## src/rtl/muldiv_sequencer_if.sv

```systemverilog
// Handshake bundle between the main control FSM, the mult/div units and the sequencer.
// The master side drives requests and unit flags; the sequencer is the slave.
interface muldiv_sequencer_if #(
  parameter int CNT_W = 7
);
  logic             req;
  logic             op;
  logic             b_is_zero;
  logic             mult_fim;
  logic             div_fim;
  logic             div_by_zero;
  logic             mult_start;
  logic             div_start;
  logic             hi_sel;
  logic             lo_sel;
  logic             hi_write;
  logic             lo_write;
  logic             busy;
  logic             done;
  logic             exc;
  logic [1:0]       exc_code;
  logic [CNT_W-1:0] last_latency;

  modport master (
    output req, op, b_is_zero, mult_fim, div_fim, div_by_zero,
    input  mult_start, div_start, hi_sel, lo_sel, hi_write, lo_write,
           busy, done, exc, exc_code, last_latency
  );

  modport slave (
    input  req, op, b_is_zero, mult_fim, div_fim, div_by_zero,
    output mult_start, div_start, hi_sel, lo_sel, hi_write, lo_write,
           busy, done, exc, exc_code, last_latency
  );
endinterface

```

## src/rtl/muldiv_sequencer.sv

```systemverilog
// Sequences one mult/div operation: start pulse, wait for finish, HI/LO commit,
// and traps divide-by-zero and runaway operations as a single exception pulse.
module muldiv_sequencer #(
  parameter int TIMEOUT = 64,
  parameter int CNT_W   = 7
) (
  input logic               clock,
  input logic               reset,
  muldiv_sequencer_if.slave bus
);

  typedef enum logic [2:0] {
    IDLE  = 3'd0,
    START = 3'd1,
    WAIT  = 3'd2,
    WRITE = 3'd3,
    DONE  = 3'd4,
    EXC   = 3'd5
  } seqState;

  localparam logic [CNT_W-1:0] CNT_LIMIT = CNT_W'(TIMEOUT - 1);
  localparam logic [1:0] CODE_DIV0    = 2'b01;
  localparam logic [1:0] CODE_TIMEOUT = 2'b10;

  seqState          state, nextState;
  logic             opQ;
  logic [1:0]       codeQ, nextCode;
  logic [CNT_W-1:0] cnt, lastLat;
  logic             fim, loadOp, loadLat;

  // Only the selected unit's finish flag matters; the other one is ignored.
  assign fim = opQ ? bus.div_fim : bus.mult_fim;

  always_ff @(posedge clock or negedge reset) begin
    if (!reset) begin
      state <= IDLE;
    end else begin
      state <= nextState;
    end
  end

  always_comb begin
    nextState = state;
    nextCode  = codeQ;
    loadOp    = 1'b0;
    loadLat   = 1'b0;
    unique case (state)
      IDLE: begin
        if (bus.req) begin
          loadOp = 1'b1;
          if (bus.op && bus.b_is_zero) begin
            nextState = EXC;
            nextCode  = CODE_DIV0;
          end else begin
            nextState = START;
          end
        end
      end
      START: nextState = WAIT;
      WAIT: begin
        // Divider's own zero report outranks a simultaneous finish.
        if (opQ && bus.div_by_zero) begin
          nextState = EXC;
          nextCode  = CODE_DIV0;
        end else if (fim) begin
          loadLat   = 1'b1;
          nextState = WRITE;
        end else if (cnt == CNT_LIMIT) begin
          nextState = EXC;
          nextCode  = CODE_TIMEOUT;
        end
      end
      WRITE:   nextState = DONE;
      DONE:    nextState = IDLE;
      EXC:     nextState = IDLE;
      default: nextState = IDLE;
    endcase
  end

  always_ff @(posedge clock or negedge reset) begin
    if (!reset) begin
      opQ     <= 1'b0;
      codeQ   <= 2'b00;
      cnt     <= '0;
      lastLat <= '0;
    end else begin
      codeQ <= nextCode;
      if (loadOp) begin
        opQ <= bus.op;
      end
      if (state == START) begin
        cnt <= '0;
      end else if (state == WAIT) begin
        cnt <= cnt + 1'b1;
      end
      if (loadLat) begin
        lastLat <= cnt + 1'b1;
      end
    end
  end

  always_comb begin
    bus.busy         = (state != IDLE);
    bus.hi_sel       = (state != IDLE) && opQ;
    bus.lo_sel       = (state != IDLE) && opQ;
    bus.mult_start   = (state == START) && !opQ;
    bus.div_start    = (state == START) && opQ;
    bus.hi_write     = (state == WRITE);
    bus.lo_write     = (state == WRITE);
    bus.done         = (state == DONE);
    bus.exc          = (state == EXC);
    bus.exc_code     = (state == EXC) ? codeQ : 2'b00;
    bus.last_latency = lastLat;
  end

endmodule

```

## src/flat_wrapper.sv

```systemverilog
// flat-port wrapper written by rule: the top's interface ports become plain ports
module muldiv_sequencer_flat 
#(
  parameter int TIMEOUT = 64,
  parameter int CNT_W   = 7
)
  (clock, reset, bus_req, bus_op, bus_b_is_zero, bus_mult_fim, bus_div_fim, bus_div_by_zero, bus_mult_start, bus_div_start, bus_hi_sel, bus_lo_sel, bus_hi_write, bus_lo_write, bus_busy, bus_done, bus_exc, bus_exc_code, bus_last_latency);
  muldiv_sequencer_if #(.CNT_W(CNT_W)) bus_i ();
  input logic clock;
  input logic reset;
  input wire logic [$bits(bus_i.req)-1:0] bus_req;
  input wire logic [$bits(bus_i.op)-1:0] bus_op;
  input wire logic [$bits(bus_i.b_is_zero)-1:0] bus_b_is_zero;
  input wire logic [$bits(bus_i.mult_fim)-1:0] bus_mult_fim;
  input wire logic [$bits(bus_i.div_fim)-1:0] bus_div_fim;
  input wire logic [$bits(bus_i.div_by_zero)-1:0] bus_div_by_zero;
  output wire logic [$bits(bus_i.mult_start)-1:0] bus_mult_start;
  output wire logic [$bits(bus_i.div_start)-1:0] bus_div_start;
  output wire logic [$bits(bus_i.hi_sel)-1:0] bus_hi_sel;
  output wire logic [$bits(bus_i.lo_sel)-1:0] bus_lo_sel;
  output wire logic [$bits(bus_i.hi_write)-1:0] bus_hi_write;
  output wire logic [$bits(bus_i.lo_write)-1:0] bus_lo_write;
  output wire logic [$bits(bus_i.busy)-1:0] bus_busy;
  output wire logic [$bits(bus_i.done)-1:0] bus_done;
  output wire logic [$bits(bus_i.exc)-1:0] bus_exc;
  output wire logic [$bits(bus_i.exc_code)-1:0] bus_exc_code;
  output wire logic [$bits(bus_i.last_latency)-1:0] bus_last_latency;
  assign bus_i.req = bus_req;
  assign bus_i.op = bus_op;
  assign bus_i.b_is_zero = bus_b_is_zero;
  assign bus_i.mult_fim = bus_mult_fim;
  assign bus_i.div_fim = bus_div_fim;
  assign bus_i.div_by_zero = bus_div_by_zero;
  assign bus_mult_start = bus_i.mult_start;
  assign bus_div_start = bus_i.div_start;
  assign bus_hi_sel = bus_i.hi_sel;
  assign bus_lo_sel = bus_i.lo_sel;
  assign bus_hi_write = bus_i.hi_write;
  assign bus_lo_write = bus_i.lo_write;
  assign bus_busy = bus_i.busy;
  assign bus_done = bus_i.done;
  assign bus_exc = bus_i.exc;
  assign bus_exc_code = bus_i.exc_code;
  assign bus_last_latency = bus_i.last_latency;
  muldiv_sequencer #(.TIMEOUT(TIMEOUT), .CNT_W(CNT_W)) u_core (.clock(clock), .reset(reset), .bus(bus_i));
endmodule
```

## config.mk

```make
export PLATFORM = sky130hd
export DESIGN_NAME = muldiv_sequencer_flat
export DESIGN_NICKNAME = d
export VERILOG_FILES = /design/src/rtl/muldiv_sequencer_if.sv /design/src/rtl/muldiv_sequencer.sv /design/src/flat_wrapper.sv
export SDC_FILE = /design/constraint.sdc
export NUM_CORES = 1
export LEC_CHECK = 0
export ABC_AREA = 1
export BUFFER_PORTS_ARGS = -buffer_cell sky130_fd_sc_hd__buf_2
export CORE_UTILIZATION = 55
export DETAILED_ROUTE_END_ITERATION = 7
export GPL_TIMING_DRIVEN = 0
export HOLD_SLACK_MARGIN = 0.03
export PLACE_DENSITY = 0.79
export SYNTH_ARGS = -nofsm -noshare
export SYNTH_HDL_FRONTEND = slang
export SYNTH_SLANG_ARGS = --single-unit
```

## constraint.sdc

```tcl
create_clock -name clock -period 3.6 [get_ports clock]
set_input_delay 0.18 -clock clock [delete_from_list [all_inputs] [get_ports clock]]
set_output_delay 0.18 -clock clock [all_outputs]
set_load 0.02 [all_outputs]
```

==> run_results.csv, run 1 <==
group,metric,value,unit
status,status,"finished, final reports clean",
floorplan,pin_count,26,
pwr,finalPower,0.9524,mW
global_route,grt_pass1_wl,3443,um
sta,final.setup_skew,0.7996,ps
critical_path,crit_start,"u_core.state[0]",
cells_and_area,finalNetCount,176,
cells_and_area,antennaDiodeCount,0,
yosys,yosysTopAreaCell,"dfrtp_1",
worst_hold_path,min_delay_path_depth,3,
critical_path,crit_path_start_kind,"register",
floorplan,die_width,46.16,um
critical_path,worstPathMaxFanout,5,
drt,postRouteAntennaNets,0,
yosys,muxShareOfSynthArea,0,%
sta,drv_slew,0,
yosys,syn-num-nets,145,
clock_tree,cts.reportedPaths.clkPinSlew,110,ps
drt,drt_iter0_drc,19,
yosys,synthAdderAreaFrac,1.167,%
clock_tree,h-tree-depth,1,
cells_and_area,area_growth,17.62,%
cells_and_area,layout.area.seq,500.5,um2
run,cap_violations,0,
yosys,yosysTopAreaCellShare,46.67,%
placement,io_buffers,25,
yosys,synth_cell_types,24,
critical_path,arrival,1540,ps
global_route,overflow,0,
cells_and_area,stdcell_area,0.001261,mm2
global_route,grt_max_degree,21,
clock_tree,cts_tree,"built",
yosys,synthSimpleGateAreaFrac,30.46,%
drt,vias,940,
yosys,synth_top_family_by_area,"simple AND/OR/NAND/NOR gates",
drt,wirelength,2155,um
placement,place_hpwl,1704,um
drt,drc,0,
pwr,powerDensity,755.2,mW/mm2
sta,finalSetupViolCount,0,
yosys,synth_area,0.001072,mm2
global_route,grtUsageTotal,23.44,%
sta,rsz0062_at_grt,"false",
critical_path,r2r_start,"u_core.cnt[0]",
floorplan,dieArea,0.002130,mm2
pwr,ir_drop,0.0005510,V
drt,vias_per_cell,4.947,
critical_path,cp.required,3420,ps
yosys,postSynthAreaPerCell,7.884,um2
yosys,syn_inst,136,
cells_and_area,drive_gt1_share,29.09,%
drt,first_pass_iters,5,
sta,clock.fmax,0.5798,GHz
yosys,async_flop_share,100.0,%
clock_tree,cts_buffer_depth,2,
floorplan,start_util,60.14,%
cells_and_area,final_util,70.74,%
clock_tree,postCtsSetupBuffers,0,
clock_tree,cts.root.buffer_cell,"clkbuf_4",
critical_path,reg2reg_slack,2120,ps
yosys,synth_top_cells_by_area,"dfrtp_1 47%, nand2_1 13%, inv_1 6.7%",
sta,period_needed,1725,ps
sta,slew-limit-headroom,70.58,%
floorplan,core,0.001783,mm2
yosys,synth-edff-count,0,
placement,place_congestion,0.8013,
global_route,grt_pass1_vias,820,
cells_and_area,multi_input_area,459.2,um2
clock_tree,clock_latency,310,ps
yosys,yosysSeqAreaShare,46.67,%
yosys,ys.flop_type,"dfrtp_1",
sta,tns,0,ps
worst_hold_path,min_from,"bus_op",
cells_and_area,fillers,151,
yosys,synth_xor_area_share,1.634,%
floorplan,rows,15,
critical_path,crit_type,"register to output port",
drt,drt-wirelength-per-cell,11.34,um
worst_hold_path,hold_class,"input pin to register",
yosys,ys_ff_latch,20,
critical_path,reg2reg_depth,8,
global_route,antenna_found_initial,0,
pwr,p_leak,0.7128,nW
yosys,synth-compound-area-share,9.568,%
clock_tree,ctsResizeCount,0,
clock_tree,cts_sinks,20,
sta,finalHoldViolCount,0,
sta,worst_pin_slew,441.4,ps
placement,dpl_cell_area,0.001229,mm2
floorplan,die_h,46.16,um
clock_tree,numCtsBuffers,3,
yosys,ys_warn_count,0,
critical_path,critPathCaptureType,"output port",
clock_tree,cts.hold.buffers_added,1,
sta,fin_crit_sh,47.91,%
## synth_stat cells, drive strengths merged (2+ instances only)
cell type,n
nor2,18
o22ai,2
nor3,2
nand3,9
nand2,40
inv,23
dfrtp,20
buf,3
a21oi,2
o21ai,11
## sequential cells by signal, summed over array words and instances, names as in the netlist
| signal | cells |
|---|---|
| u_core.codeQ | 2 |
| u_core.opQ | 1 |
| u_core.bus.last_latency | 7 |
| u_core.state | 3 |
| u_core.cnt | 7 |
## placed cells by master (no fill, tap or decap), types with 2 or more instances in the layout
master / count
o21ai_0: 5
o21ai_2: 5
nand3_1: 8
buf_4: 2
clkbuf_4: 3
o22ai_1: 2
nand2_2: 4
dfrtp_1: 20
buf_2: 25
nor2_4: 2
a21oi_1: 2
inv_2: 4
inv_1: 19
nor2_1: 15
nor3_1: 2
nand2_1: 36
## metal layers
| metal | GRT usage, % | wire [um] | up-vias | share of wire (%) |
|---|---|---|---|---|
| met4 | 10.59 | 50 | 0 | 2.3 |
| met3 | 3.529 | 80 | 8 | 3.7 |
| met1 | 28.40 | 954 | 420 | 44 |
| li1 | - | - | 480 | - |
| met2 | 40.56 | 1069 | 32 | 50 |
| met5 | 0 | 0 | - | 0 |
## path summary, 6_finish.rpt
path	endpoint
hold reg to reg	u_core.bus.last_latency[4]
max in group asynchronous	u_core.cnt[1]
min in group asynchronous	u_core.bus.last_latency[4]
setup / recovery	bus_lo_sel
setup reg to reg	u_core.codeQ[0]
hold / removal	u_core.opQ
## where the power goes
part | leakage, nW | internal (mW) | total [mW] | switching, mW
Sequential | 0.262 | 0.290 | 0.358 | 0.0685
Clock | 0.0138 | 0.0392 | 0.111 | 0.0722
Combinational | 0.437 | 0.164 | 0.483 | 0.319
## stage by stage
stage,cells,setup WS (ps),hold WS [ps]
3_3_place_gp,186,2184,146.3
2_1_floorplan,136,1948,-115.6
5_1_grt,190,1766,147.9
3_5_place_dp,186,2132,148.6
6_report,190,1875,135.3
4_1_cts,190,1859,134.5
## final cells by class
class	instances	area share [%]
sequential	20	39.68
multi-input combinational	90	36.41
timing repair buffer	26	10.71
inverter	23	6.845
tap	25	2.480
buffer	3	2.083
clock buffer	3	1.786
## kinds of logic (layout without fill, tap and decap cells)
group	count (synthesis)	in the layout
flip-flops	20	20
XOR/XNOR	2	2
AND/OR/NAND/NOR	71	71
adder cells (fa/ha/maj)	1	1
AO/OA/AOI/OAI	16	16
buffers and inverters	26	55
## critical path: stages (launching register included)
cell,delay [ps]
dfrtp_1,450
nor2_4,190
inv_1,80
nor2_1,160
nor2_1,80
buf_4,130
buf_2,150
Note: power is estimated with default switching activity, not from simulation.
==> run 2: changes to the inputs <==
Settings changed: CORE_UTILIZATION 55 to 51, PLACE_DENSITY 0.79 to 0.74.
Clock period 3.6 ns to 1.71 ns, I/O delays scaled along.
==> run 2 against run 1 <==
Effect of this change:
- utilization decreased by 5.2 points
- worst hold slack worse by 73 ps
- critical path type unchanged
- first-iteration DRC count rose by 32%
==> run_results.csv, run 2 (synthesized netlist as in run 1, its figures left out) <==
group,metric,value,unit
status,status,"finished, final reports clean",
placement,dpl_cell_area,0.001231,mm2
critical_path,r2r_start,"u_core.cnt[0]",
critical_path,cp.required,1620,ps
critical_path,critPathCaptureType,"output port",
pwr,ir_drop,0.001102,V
sta,slew-limit-headroom,70.81,%
clock_tree,clock_latency,310,ps
global_route,overflow,0,
global_route,grt_pass1_vias,771,
pwr,p_seq_share,36.5,%
critical_path,reg2reg_slack,250,ps
pwr,p_int,1.103,mW
critical_path,reg2reg_depth,8,
pwr,powerDensity,1613,mW/mm2
sta,fin_crit_sh,91.95,%
critical_path,max_stage_delay,470,ps
cells_and_area,finalNetCount,177,
global_route,grtUsageTotal,20.03,%
drt,vias_per_cell,4.784,
sta,finalSetupViolCount,0,
global_route,grt_pass1_wl,3167,um
clock_tree,cts_buffer_depth,2,
critical_path,crit_path_start_kind,"register",
critical_path,cp_num_buf_inv,3,
floorplan,die_width,47.86,um
sta,final.setup_skew,10.95,ps
pwr,p_switching,0.9689,mW
floorplan,rows,16,
drt,wirelength,2081,um
critical_path,worstPathMaxFanout,5,
critical_path,crit_family,"flip-flops",
floorplan,die_h,47.86,um
floorplan,dieArea,0.002290,mm2
placement,dp_cells,188,
pwr,p_leak,0.7245,nW
clock_tree,numCtsBuffers,3,
sta,worst_pin_slew,437.8,ps
sta,period_needed,1572,ps
pwr,clockPowerShare,13.4,%
cells_and_area,final_cell_mix,"36 x nand2_1, 25 x buf_2, 20 x dfrtp_1",
floorplan,start_util,54.66,%
clock_tree,cts_tree,"built",
cells_and_area,antennaDiodeCount,0,
pwr,swShare,46.75,%
drt,drc,0,
worst_hold_path,hold_class,"input pin to register",
clock_tree,h-tree-depth,1,
placement,io_buffers,25,
cells_and_area,drive_gt1_share,29.94,%
placement,place_congestion,0.8037,
drt,first_pass_iters,4,
cells_and_area,stdcell_area,0.001285,mm2
critical_path,r2r_end,"u_core.codeQ[0]",
drt,drt_iter0_drc,25,
drt,drt-wirelength-per-cell,10.73,um
critical_path,cp_common_cell,"nor2_1",
cells_and_area,stdcell_count,194,
floorplan,core,0.001962,mm2
global_route,antenna_found_initial,0,
cells_and_area,final_util,65.50,%
pwr,combPwrFrac,50.1,%
cells_and_area,fillers,186,
clock_tree,cts.root.buffer_cell,"clkbuf_4",
worst_hold_path,hold_path_end,"u_core.opQ",
floorplan,pin_count,26,
sta,drv_slew,0,
sta,rsz0062_at_grt,"false",
placement,place_hpwl,1591,um
critical_path,crit_chain,"nor2_4 -> inv_1 -> nor2_1 -> nor2_1 -> buf_4 -> buf_2",
clock_tree,cts_sinks,20,
worst_hold_path,min_delay_path_depth,3,
run,cap_violations,0,
clock_tree,ctsResizeCount,0,
critical_path,crit_type,"register to output port",
sta,tns,0,ps
sta,clock.fmax,0.6360,GHz
critical_path,arrival,1490,ps
sta,finalHoldViolCount,0,
critical_path,slowest_stage,"dfrtp_1",
cells_and_area,area_growth,19.84,%
clock_tree,cts.reportedPaths.clkPinSlew,120,ps
drt,postRouteAntennaNets,0,
global_route,grt_max_degree,21,
drt,vias,928,
cells_and_area,final_common_cell,"nand2_1",
worst_hold_path,min_from,"bus_op",
run 2: worst max path at each step:
stage                 endpoint             from  cells after the start
3_3_place_gp   u_core.codeQ[0]    u_core.cnt[0]                      8
2_1_floorplan  bus_exc_code[0]  u_core.state[1]                      3
5_1_grt        bus_exc_code[1]  u_core.state[1]                      4
3_5_place_dp   u_core.codeQ[0]    u_core.cnt[0]                      8
6_report            bus_lo_sel  u_core.state[0]                      6
4_1_cts             bus_lo_sel  u_core.state[0]                      6
run 2: through the flow:
stage / power [mW] / hold slack [ps] / worst slack, ps
2_1_floorplan: 1.496 / -210.1 / 152.6
3_3_place_gp: 1.739 / 47.20 / 301.4
3_5_place_dp: 1.776 / 51.42 / 271.4
4_1_cts: 2.057 / 57.19 / 79.08
5_1_grt: 2.241 / 81.12 / 7.412
6_report: 2.072 / 62.65 / 137.6
run 2: repair_timing:
action                                  CTS  global route
endpoints found under the setup margin    0             1
buffers inserted                          0             1
hold buffers                              1             0
hold endpoints to repair                 20             0
run 2: final cells by class:
type	instances	area [um2]	area share, %
inverters	23	86.33	6.719
repair buffers	27	142.6	11.10
flip-flops and latches	20	500.5	38.95
multi-input cells	90	459.2	35.74
clock buffers	4	36.28	2.824
plain buffers	3	26.28	2.045
well taps	27	33.78	2.629
run 2: power by group through the flow:
| stage | Sequential [mW] | Clock (mW) | Combinational [mW] |
|---|---|---|---|
| after floorplan | 0.795 | 0 | 0.701 |
| after CTS | 0.753 | 0.284 | 1.02 |
| after detailed placement | 0.763 | 0 | 1.01 |
| final | 0.756 | 0.278 | 1.04 |
| after global placement | 0.755 | 0 | 0.984 |
| after global routing | 0.781 | 0.304 | 1.16 |
run 2: worst register-to-register path, stage by stage, from the launching register on:
cell     delay [ps]
dfrtp_1         460
ha_1            220
nand3_1         140
nor2_1          120
nand2_1         110
nand2_1         120
nand2_1          80
nand2_1          70
nand2_1          50
run 2: per-layer routing:
| metal | vias to the layer above | track usage [%] | wire length, um |
|---|---|---|---|
| met1 | 418 | 26.87 | 991 |
| li1 | 485 | - | - |
| met3 | 2 | 5.660 | 80 |
| met5 | - | 0 | 0 |
| met4 | 0 | 5.000 | 24 |
| met2 | 23 | 31.89 | 984 |
